--- config.mk ---
export PLATFORM = sky130hd
export DESIGN_NAME = panda_lsu_obi
export DESIGN_NICKNAME = d
export VERILOG_FILES = /design/src/rtl/panda_pkg.sv /design/src/rtl/panda_lsu_align.sv /design/src/rtl/panda_lsu_obi.sv
export SDC_FILE = /design/constraint.sdc
export NUM_CORES = 1
export LEC_CHECK = 0
export CAP_MARGIN = 20
export CORE_MARGIN = 10
export CORE_UTILIZATION = 55
export DETAILED_ROUTE_END_ITERATION = 12
export HOLD_SLACK_MARGIN = 0.15
export PLACE_DENSITY = 0.85
export SLEW_MARGIN = 20
export SYNTH_ARGS = -nofsm -noshare
export SYNTH_HDL_FRONTEND = slang
export SYNTH_HIERARCHICAL = 1
export SYNTH_SLANG_ARGS = --single-unit
--- constraint.sdc ---
create_clock -name clk_i -period 9.5 [get_ports clk_i]
set_input_delay 1.425 -clock clk_i [delete_from_list [all_inputs] [get_ports clk_i]]
set_output_delay 1.425 -clock clk_i [all_outputs]
set_load 0.01 [all_outputs]
--- src/rtl/panda_pkg.sv ---
// Shared Panda types: LSU access widths, LSU FSM states and the captured request.
package panda_pkg;

   typedef enum logic [1:0] {
      LSU_BYTE = 2'd0,
      LSU_HALF = 2'd1,
      LSU_WORD = 2'd2
   } lsu_width_e;

   typedef enum logic [2:0] {
      IDLE  = 3'd0,
      REQ1  = 3'd1,
      RESP1 = 3'd2,
      REQ2  = 3'd3,
      RESP2 = 3'd4,
      ERR   = 3'd5
   } lsu_state_e;

   typedef struct packed {
      logic       store;
      logic       load_unsigned;
      lsu_width_e width;
      logic [31:0] addr;
      logic [31:0] wdata;
   } lsu_req_t;

   // Unshifted byte-enable pattern for an access width.
   function automatic logic [3:0] lsu_width_mask(input lsu_width_e w);
      case (w)
         LSU_BYTE: return 4'b0001;
         LSU_HALF: return 4'b0011;
         default:  return 4'b1111;
      endcase
   endfunction

endpackage

--- src/rtl/panda_lsu_align.sv ---
// Combinational lane steering: two-beat byte enables / write data, word-crossing
// flag, and load extraction from a pair of read beats.
module panda_lsu_align
   import panda_pkg::*;
(
   input  logic [1:0]  i_off,
   input  lsu_width_e  i_width,
   input  logic        i_unsigned,
   input  logic [31:0] i_store_data,
   input  logic [31:0] i_rdata_lo,
   input  logic [31:0] i_rdata_hi,
   output logic [7:0]  o_be8,
   output logic [63:0] o_wd64,
   output logic        o_cross,
   output logic [31:0] o_load
);

   logic [63:0] w_rd64;

   assign o_be8   = {4'b0000, lsu_width_mask(i_width)} << i_off;
   assign o_wd64  = {32'h0000_0000, i_store_data} << {i_off, 3'b000};
   assign o_cross = |o_be8[7:4];
   assign w_rd64  = {i_rdata_hi, i_rdata_lo} >> {i_off, 3'b000};

   always_comb begin
      o_load = w_rd64[31:0];
      case (i_width)
         LSU_BYTE: o_load = {{24{~i_unsigned & w_rd64[7]}},  w_rd64[7:0]};
         LSU_HALF: o_load = {{16{~i_unsigned & w_rd64[15]}}, w_rd64[15:0]};
         default:  o_load = w_rd64[31:0];
      endcase
   end

endmodule

--- src/rtl/panda_lsu_obi.sv ---
// Multi-cycle load/store unit on a request/grant/response data bus; one access
// in flight, word-crossing accesses optionally split into two beats.
module panda_lsu_obi
   import panda_pkg::*;
#(
   parameter int MISALIGNED_SPLIT = 1
)(
   input  logic        clk_i,
   input  logic        rst_i,
   input  logic        req_i,
   input  logic        store_i,
   input  logic        load_unsigned_i,
   input  lsu_width_e  width_i,
   input  logic [31:0] addr_i,
   input  logic [31:0] store_data_i,
   output logic        busy_o,
   output logic        valid_o,
   output logic        err_o,
   output logic [31:0] load_data_o,
   output logic        data_req_o,
   input  logic        data_gnt_i,
   output logic [31:0] data_addr_o,
   output logic        data_we_o,
   output logic [3:0]  data_be_o,
   output logic [31:0] data_wdata_o,
   input  logic        data_rvalid_i,
   input  logic [31:0] data_rdata_i,
   input  logic        data_err_i
);

   lsu_state_e  r_state, w_next;
   lsu_req_t    r_req, w_cur;
   logic [31:0] r_rdata1;
   logic        r_valid, r_err;
   logic [31:0] r_load_data;
   logic [31:0] r_addr, r_wdata;
   logic        r_we;
   logic [3:0]  r_be;

   logic        w_cap, w_beat1, w_beat2, w_done, w_fail;
   logic [7:0]  w_be8;
   logic [63:0] w_wd64;
   logic        w_cross;
   logic [31:0] w_load, w_rlo, w_rhi;

   // In IDLE the aligner looks at the live request so beat 1 can be launched
   // straight from the capture cycle; afterwards it works on the latched copy.
   always_comb begin
      w_cur = r_req;
      if (r_state == IDLE) begin
         w_cur.store         = store_i;
         w_cur.load_unsigned = load_unsigned_i;
         w_cur.width         = width_i;
         w_cur.addr          = addr_i;
         w_cur.wdata         = store_data_i;
      end
   end

   assign w_rlo = (r_state == RESP2) ? r_rdata1     : data_rdata_i;
   assign w_rhi = (r_state == RESP2) ? data_rdata_i : 32'h0000_0000;

   panda_lsu_align u_align (
      .i_off        (w_cur.addr[1:0]),
      .i_width      (w_cur.width),
      .i_unsigned   (w_cur.load_unsigned),
      .i_store_data (w_cur.wdata),
      .i_rdata_lo   (w_rlo),
      .i_rdata_hi   (w_rhi),
      .o_be8        (w_be8),
      .o_wd64       (w_wd64),
      .o_cross      (w_cross),
      .o_load       (w_load)
   );

   always_ff @(posedge clk_i) begin
      if (rst_i) r_state <= IDLE;
      else       r_state <= w_next;
   end

   always_comb begin
      w_next  = r_state;
      w_cap   = 1'b0;
      w_beat1 = 1'b0;
      w_beat2 = 1'b0;
      w_done  = 1'b0;
      w_fail  = 1'b0;
      case (r_state)
         IDLE: begin
            if (req_i) begin
               w_cap = 1'b1;
               if (w_cross && (MISALIGNED_SPLIT == 0)) begin
                  w_next = ERR;
               end else begin
                  w_next  = REQ1;
                  w_beat1 = 1'b1;
               end
            end
         end
         REQ1:  if (data_gnt_i) w_next = RESP1;
         RESP1: begin
            if (data_rvalid_i) begin
               if (data_err_i) begin
                  w_next = IDLE;
                  w_done = 1'b1;
                  w_fail = 1'b1;
               end else if (w_cross) begin
                  w_next  = REQ2;
                  w_beat2 = 1'b1;
               end else begin
                  w_next = IDLE;
                  w_done = 1'b1;
               end
            end
         end
         REQ2:  if (data_gnt_i) w_next = RESP2;
         RESP2: begin
            if (data_rvalid_i) begin
               w_next = IDLE;
               w_done = 1'b1;
               w_fail = data_err_i;
            end
         end
         ERR: begin
            w_next = IDLE;
            w_done = 1'b1;
            w_fail = 1'b1;
         end
         default: w_next = IDLE;
      endcase
   end

   always_ff @(posedge clk_i) begin
      if (rst_i) begin
         r_req       <= '0;
         r_rdata1    <= 32'h0000_0000;
         r_valid     <= 1'b0;
         r_err       <= 1'b0;
         r_load_data <= 32'h0000_0000;
         r_addr      <= 32'h0000_0000;
         r_we        <= 1'b0;
         r_be        <= 4'b0000;
         r_wdata     <= 32'h0000_0000;
      end else begin
         r_valid <= w_done;
         r_err   <= w_done & w_fail;
         if (w_cap) r_req <= w_cur;
         // Bus fields only move on beat launch, so they hold through grant stalls.
         if (w_beat1) begin
            r_addr  <= {w_cur.addr[31:2], 2'b00};
            r_we    <= w_cur.store;
            r_be    <= w_be8[3:0];
            r_wdata <= w_wd64[31:0];
         end
         if (w_beat2) begin
            r_addr  <= r_addr + 32'd4;
            r_be    <= w_be8[7:4];
            r_wdata <= w_wd64[63:32];
         end
         if ((r_state == RESP1) && data_rvalid_i) r_rdata1 <= data_rdata_i;
         if (w_done && !w_fail && !r_req.store) r_load_data <= w_load;
      end
   end

   assign busy_o       = (r_state != IDLE);
   assign valid_o      = r_valid;
   assign err_o        = r_err;
   assign load_data_o  = r_load_data;
   assign data_req_o   = (r_state == REQ1) || (r_state == REQ2);
   assign data_addr_o  = r_addr;
   assign data_we_o    = r_we;
   assign data_be_o    = r_be;
   assign data_wdata_o = r_wdata;

endmodule

* After elaboration in Yosys (flattened, before gate mapping)
Cells that the tools add are included.
Word-level totals: output and inout bits 105, register bits after elaboration 205, bits of input ports 106, word-level logic and storage cells 79
Cells by class: equality and inequality tests 11, add/sub/neg operators 1, bitwise gates (word level) 4, muxes and demuxes 34, reductions and logical operators 13, shift operators 3
Operator list (number):
- two-way mux 32 bit | 6
- two-way mux 68 bit | 1
- one-hot mux 32 bit (2 select lines) | 1
- left shift 32 x 5 -> 64 bit | 1
- >> shifter 64 x 5 -> 32 bit | 1
- adder 32 x 3 -> 32 bit (second input constant) | 1
- two-way mux 3 bit | 5
- one-hot mux 3 bit (5 select lines) | 1
- two-way mux 1 bit | 13
- != test 2 bit (second input constant) | 5
- two-way mux 4 bit | 2
- one-hot mux 4 bit (2 select lines) | 1
- left shift 4 x 2 -> 8 bit | 1
- == test 3 x 2 -> 1 bit (second input constant) | 2
- == test 3 bit (second input constant) | 2
- one-hot mux 1 bit (3 select lines) | 2
- AND reduction 5 bit | 1
- two-way mux 2 bit | 2
- OR reduction 4 bit | 1
- AND 1 bit | 3
- == test 3 x 1 -> 1 bit (second input constant) | 1
- logical AND 1 bit | 3
- logical NOT 3 bit | 1
- nonzero test 3 bit | 1
- 7 further kinds | 8

* Longest topological paths before layout
Gate-level depths: netlist (run 1).
word-level depth 12, depth in mapped cells 16, gate-level depth less buffers 9

* By module
The synthesis (run 1) kept the hierarchy.
Modules (own cells, without submodules):
- panda_lsu_obi | area an instance 8036.5 um^2, instances 1, sequential area each 3463.3 um^2, cells an instance 968
- panda_lsu_align | area an instance 1883.1 um^2, instances 1, sequential area each 0.0 um^2, cells an instance 256

* Worst setup path after synthesis (run 1)
No wires, ideal clock.
path kind reg-to-reg, start point reg r_state[2], end point reg r_addr[23], in the netlist data_addr_o[23], required time 9430 ps, stages on the path, launching flop included 17, arrival 4043 ps, setup time 70 ps, path slack 5387 ps, path buffers 7, clock period less this slack 4113 ps, cells stage by stage dfxtp_1 > clkbuf_1 > nor3_1 > clkbuf_1 > buf_1 > mux2_2 > buf_4 > buf_2 > buf_2 > a21o_1 > a22o_1 > nand2b_1 > or4_1 > clkbuf_1 > nor4_1 > mux2_2 > a21oi_1
RTL lines:
- start, declared | RTL line panda_lsu_obi.sv:31 | lsu_state_e r_state, w_next;
- start signal, assigned | RTL line panda_lsu_obi.sv:77 | else r_state <= w_next;
- end signal, assigned | RTL line panda_lsu_obi.sv:149 | r_addr <= {w_cur.addr[31:2], 2'b00};
- end signal, assigned | RTL line panda_lsu_obi.sv:155 | r_addr <= r_addr + 32'd4;
- end, declared | RTL line panda_lsu_obi.sv:36 | logic [31:0] r_addr, r_wdata;

==> impl_metrics.py, run 1 <==
metrics = {
    "worst_setup_path": {
        "regToRegStartpoint": "r_state[0]$_SDFFE_PP0P_",
        "worstSetupStartpointType": "input port",
        "reg2reg_to": "data_addr_o[23]$_SDFFE_PP0P_",
        "critPathRequiredTime_ns": 9.86,
        "r2r_setup_slack_ns": 5.33,
        "cpLargestDelayFamily": "buffers and inverters",
        "cpPeakStageDelay_ns": 0.68,
        "cp.arrival_ns": 4.66,
        "critPathKind": "input port to flop",
        "crit_path_end_kind": "flop",
        "r2r_cells": 10,
        "slowest_stage": "or4_1",
        "crit_top_cell": "mux2_2",
        "path_cells": "clkdlybuf4s50_1, mux2_2, buf_4, a22o_1, nand2b_1, or4_1, nor4_1, mux2_2, a21oi_1",
        "crit_fanout": 82,
        "path_buf_inv": 2,
    },
    "timing": {
        "slew_viol_final": 0,
        "fin_ws_ns": 5.20,
        "fin_setup_tns_ns": 0,
        "rsz0062_at_grt": "false",
        "finalCriticalPeriod_ns": 4.30,
        "fin_crit_sh": 0.452,
        "max_freq_ghz": 0.233,
        "setup_viol": 0,
        "fin_skew_ns": 0.00720,
        "finalHoldViolCount": 0,
        "slew-limit-headroom": 0.292,
        "worst_pin_slew_ns": 1.06,
        "hold_ws_ns": 0.454,
    },
    "synth": {
        "synthesis.area_mm2": 0.00987,
        "synth_cells": 1216,
        "syn_avg_cell_area_um2": 8.12,
        "ys_warn_count": 6,
    },
    "grt": {
        "grt_pass1_vias": 9051,
        "grt_max_degree": 104,
        "grt_pass1_wl_um": 48700,
        "antenna_found_initial": 1,
        "grt_use_total": 0.246,
        "globalRouteOverflowTotal": 0,
    },
    "clocking": {
        "post_cts_buffers": 0,
        "cts.reportedPaths.clkPinSlew_ns": 0.07,
        "cts_tree": "built",
        "cts.htree.levels": 4,
        "cts-root-buf": "clkbuf_16",
        "cts_resized": 0,
        "postCtsHoldBufs": 0,
        "cts_made_buffers": 17,
        "clk-insertion-delay-late_ns": 0.44,
        "clockBufferDepth": 2,
        "cts_sinks": 173,
    },
    "die": {
        "ios": 211,
        "row_count": 48,
        "die_y_um": 154,
        "initial_core_util": 0.567,
        "dieArea_mm2": 0.0237,
        "core_mm2": 0.0174,
        "die_width_um": 154,
    },
    "placement": {
        "dp_hpwl_um": 21400,
        "portBuffers": 208,
        "globalplace.congestion": 0.899,
        "pre_cts_ws_ns": 4.78,
    },
    "power_and_ir_drop": {
        "power_mw": 2.01,
        "power.density_mw_per_mm2": 161,
        "ir_drop_mv": 0.142,
        "p_leak_nw": 4.70,
    },
    "min_path": {
        "hold-path-cell-count": 2,
        "hp-start": "data_wdata_o[4]$_SDFFE_PP0P_",
        "holdPathEnd": "data_wdata_o[4]$_SDFFE_PP0P_",
        "hp-class": "flop to flop",
    },
    "job": {
        "max-cap-violations": 0,
    },
    "route": {
        "drtAntennaViolNets": 0,
        "viasPerCell": 6.07,
        "drt_iter0_drc": 1100,
        "drc_errors": 0,
        "wl_um": 30600,
        "drtPass1Iterations": 6,
        "wl_per_cell_um": 19.3,
        "num_vias": 9625,
    },
    "layout": {
        "fillers": 1332,
        "syn_to_final_growth_pct": 26.6,
        "drive_gt1_frac": 0.118,
        "fin_util": 0.717,
        "nets": 1454,
    },
    "outcome": {
        "status": "completed",
    },
}
-- flip-flops by register name, indices dropped and copies added (netlist names) --
register and cells:
err_o 1, data_addr_o 30, data_we_o 1, valid_o 1, r_state 3, load_data_o 32
data_be_o 4, data_wdata_o 32, r_req 37, r_rdata1 32
-- cell type report --
cell class,count,area (um2),area share
Clock buffer,18,439,0.0352
Clock inverter,14,146,0.0117
Sequential cell,173,3460,0.277
Timing Repair Buffer,219,2170,0.173
Multi-Input combinational cell,931,5970,0.478
Inverter,5,18.8,0.00150
Antenna cell,1,2.50,0.000200
Tap cell,225,282,0.0225
-- layer usage --
layer | GRT usage | up-vias | part of all wire
li1 | - | 4531 | -
met1 | 0.324 | 4605 | 0.43
met2 | 0.384 | 431 | 0.46
met3 | 0.0667 | 58 | 0.088
met4 | 0.0747 | 0 | 0.023
met5 | 0 | - | 0
-- cell usage in the layout (no fill, tap or decap), drive strengths merged, types with 15 or more instances in the layout --
cell	instances
mux2i	79
o211ai	19
nor2	75
inv	15
a31oi	23
clkbuf	18
mux2	79
nand2	280
mux4	19
or3	18
dfxtp	173
a22oi	36
o21ai	39
and2	34
clkdlybuf4s50	207
a21oi	123
-- worst min-delay path, stage by stage (launching register included) --
cell and delay (ns):
dfxtp_1 0.31, nand2_1 0.05, a21oi_1 0.05
-- report_power, final --
| part | internal [mW] | switching (mW) |
|---|---|---|
| Sequential | 0.765 | 0.0352 |
| Clock | 0.379 | 0.325 |
| Combinational | 0.233 | 0.276 |
| Total | 1.38 | 0.637 |
-- worst max path at each step --
stage	startpoint	to	slack [ns]	cells past startpoint
after floorplan	r_state[2]$_SDFFE_PP0P_	data_addr_o[23]$_SDFFE_PP0P_	5.39	16
after global placement	addr_i[1]	data_addr_o[6]$_SDFFE_PP0P_	4.91	10
after detailed placement	addr_i[1]	data_addr_o[23]$_SDFFE_PP0P_	4.78	9
after CTS	addr_i[1]	data_addr_o[23]$_SDFFE_PP0P_	5.22	9
after global routing	addr_i[1]	data_addr_o[6]$_SDFFE_PP0P_	5.04	10
final	addr_i[1]	data_addr_o[23]$_SDFFE_PP0P_	5.20	9
-- per-stage QoR --
step                      instance area [um2]  std cells
final                                   12500       1586
after global routing                    12500       1585
after CTS                               12500       1585
after detailed placement                11900       1553
after global placement                  11900       1553
after floorplan                          9900       1225
Note: power is estimated with default switching activity, not from simulation.
==> run 2, diff against run 1 <==
--- a/config.mk
+++ b/config.mk
@@ -7,10 +7,10 @@
 export LEC_CHECK = 0
 export CAP_MARGIN = 20
 export CORE_MARGIN = 10
-export CORE_UTILIZATION = 55
+export CORE_UTILIZATION = 47
 export DETAILED_ROUTE_END_ITERATION = 12
 export HOLD_SLACK_MARGIN = 0.15
-export PLACE_DENSITY = 0.85
+export PLACE_DENSITY = 0.78
 export SLEW_MARGIN = 20
 export SYNTH_ARGS = -nofsm -noshare
 export SYNTH_HDL_FRONTEND = slang
==> constraint.sdc (replaced) <==
create_clock -name clk_i -period 3.9 [get_ports clk_i]
set_input_delay 0.585 -clock clk_i [delete_from_list [all_inputs] [get_ports clk_i]]
set_output_delay 0.585 -clock clk_i [all_outputs]
set_load 0.01 [all_outputs]
==> impl_metrics.py, run 2 (synthesis gave the netlist of run 1 again) <==
metrics = {
    "layout": {
        "layout_common_cells": "nand2_1, clkdlybuf4s50_1, dfxtp_1, a21oi_1, mux2i_1",
        "drive_gt1_frac": 0.120,
        "final_cells": 1637,
        "final_common_cell": "nand2_1",
        "fin_util": 0.616,
        "nets": 1462,
        "largest_reg_flops": 37,
        "fillers": 1785,
        "syn_to_final_growth_pct": 27.5,
        "n_antenna_cell": 0,
        "regMostFlops": "r_req",
    },
    "timing": {
        "setup_viol": 0,
        "worst_pin_slew_ns": 0.835,
        "fin_ws_ns": 0.549,
        "slew_viol_final": 0,
        "fin_skew_ns": 0.0104,
        "max_freq_ghz": 0.298,
        "finalHoldViolCount": 0,
        "fin_setup_tns_ns": 0,
        "fin_crit_sh": 0.859,
        "finalCriticalPeriod_ns": 3.35,
        "rsz0062_at_grt": "false",
        "slew-limit-headroom": 0.443,
    },
    "clocking": {
        "post_cts_buffers": 0,
        "cts_tree": "built",
        "cts_resized": 0,
        "clockBufferDepth": 2,
        "cts_sinks": 173,
        "postCtsHoldBufs": 0,
        "cts.htree.levels": 4,
        "cts-root-buf": "clkbuf_16",
        "cts.reportedPaths.clkPinSlew_ns": 0.07,
        "cts_made_buffers": 17,
        "clk-insertion-delay-late_ns": 0.43,
    },
    "min_path": {
        "holdPathEnd": "r_rdata1[15]$_SDFFE_PP0P_",
        "hp-class": "flop to flop",
        "hold-path-cell-count": 2,
        "hp-start": "r_rdata1[15]$_SDFFE_PP0P_",
    },
    "die": {
        "core_mm2": 0.0204,
        "die_width_um": 165,
        "dieArea_mm2": 0.0272,
        "die_y_um": 165,
        "ios": 211,
        "row_count": 52,
        "initial_core_util": 0.483,
    },
    "route": {
        "viasPerCell": 5.73,
        "wl_per_cell_um": 18.4,
        "drc_errors": 0,
        "drtPass1Iterations": 5,
        "wl_met2_um": 13700,
        "drt_iter0_drc": 786,
        "num_vias": 9379,
        "drtAntennaViolNets": 0,
        "wl_um": 30100,
        "dr_wl_met3_um": 2400,
        "met1_length_um": 13600,
        "routed.top_layer": "met4",
    },
    "worst_setup_path": {
        "crit_fanout": 13,
        "r2r_cells": 10,
        "cpLargestDelayFamily": "simple AND/OR/NAND/NOR gates",
        "regToRegStartpoint": "r_state[2]$_SDFFE_PP0P_",
        "worstSetupStartpointType": "flop",
        "cp.arrival_ns": 3.72,
        "r2r_setup_slack_ns": 0.55,
        "slowest_stage": "or4_1",
        "path_buf_inv": 1,
        "crit_top_cell": "mux2_2",
        "path_cells": "nor3_2, buf_4, mux2_2, a21o_1, a22o_1, nand2b_1, or4_1, nor4_1, mux2_2, a21oi_1",
        "critPathRequiredTime_ns": 4.27,
        "reg2reg_to": "data_addr_o[23]$_SDFFE_PP0P_",
        "crit_path_end_kind": "flop",
        "critPathKind": "flop to flop",
        "cpPeakStageDelay_ns": 0.68,
    },
    "power_and_ir_drop": {
        "power.density_mw_per_mm2": 381,
        "p_comb_frac": 0.260,
        "power_mw": 4.79,
        "p_leak_nw": 4.72,
        "clockPowerShare": 0.334,
        "p_int_mw": 3.32,
        "p_sw_frac": 0.306,
        "seqPwrFrac": 0.406,
        "p_sw_mw": 1.47,
        "ir_drop_mv": 0.299,
    },
    "placement": {
        "dp_hpwl_um": 21400,
        "globalplace.congestion": 0.865,
        "dp.cells": 1606,
        "portBuffers": 208,
        "pre_cts_ws_ns": 0.385,
    },
    "grt": {
        "grt_pass1_wl_um": 46800,
        "grt_use_total": 0.213,
        "globalRouteOverflowTotal": 0,
        "grt_pass1_vias": 8600,
        "antenna_found_initial": 0,
        "grt_max_degree": 104,
    },
    "job": {
        "max-cap-violations": 0,
    },
    "outcome": {
        "status": "completed",
    },
}
==> run 2: how the worst max path moves through the flow <==
stage / start / to / slack (ns) / cells past startpoint
4_1_cts: r_state[2]$_SDFFE_PP0P_ / data_addr_o[23]$_SDFFE_PP0P_ / 0.56 / 10
2_1_floorplan: r_state[2]$_SDFFE_PP0P_ / data_addr_o[23]$_SDFFE_PP0P_ / 0.07 / 16
5_1_grt: r_state[2]$_SDFFE_PP0P_ / data_addr_o[23]$_SDFFE_PP0P_ / 0.34 / 10
3_3_place_gp: width_i[0] / data_addr_o[23]$_SDFFE_PP0P_ / 0.48 / 9
6_report: r_state[2]$_SDFFE_PP0P_ / data_addr_o[23]$_SDFFE_PP0P_ / 0.55 / 10
3_5_place_dp: width_i[0] / data_addr_o[23]$_SDFFE_PP0P_ / 0.38 / 9
==> run 2: power groups by stage <==
| stage | Sequential, mW | Combinational, mW | Clock (mW) |
|---|---|---|---|
| detailed placement | 1.98 | 1.24 | 0 |
| CTS | 1.94 | 1.24 | 1.62 |
| global placement | 1.98 | 1.22 | 0 |
| finish | 1.94 | 1.25 | 1.60 |
| global route | 1.96 | 1.35 | 1.70 |
| floorplan | 1.99 | 0.772 | 0 |
==> run 2: area by class of cell <==
| cell class | count | area [um2] | area share |
|---|---|---|---|
| clock buffers | 21 | 440 | 0.0350 |
| flip-flops and latches | 173 | 3460 | 0.275 |
| multi-input cells | 931 | 5970 | 0.475 |
| clock inverters | 10 | 93.8 | 0.00746 |
| repair buffers | 227 | 2260 | 0.180 |
| well taps | 270 | 338 | 0.0268 |
| inverters | 5 | 18.8 | 0.00149 |
==> run 2: tightest hold or removal path, stage by stage (launching register included) <==
cell and delay [ns]:
dfxtp_1 0.30, nand2_1 0.05, a21oi_1 0.05
==> run 2: metal layers <==
| metal | vias to the layer above | GRT usage |
|---|---|---|
| li1 | 4544 | - |
| met1 | 4464 | 0.289 |
| met2 | 340 | 0.330 |
| met3 | 31 | 0.0500 |
| met4 | 0 | 0.0592 |
| met5 | - | 0 |
==> run 2: metrics by stage <==
step,cell area (um2),hold slack (ns)
floorplan,9910,0.433
global placement,12100,0.438
detailed placement,12100,0.443
CTS,12600,0.451
global route,12600,0.472
finish,12600,0.453
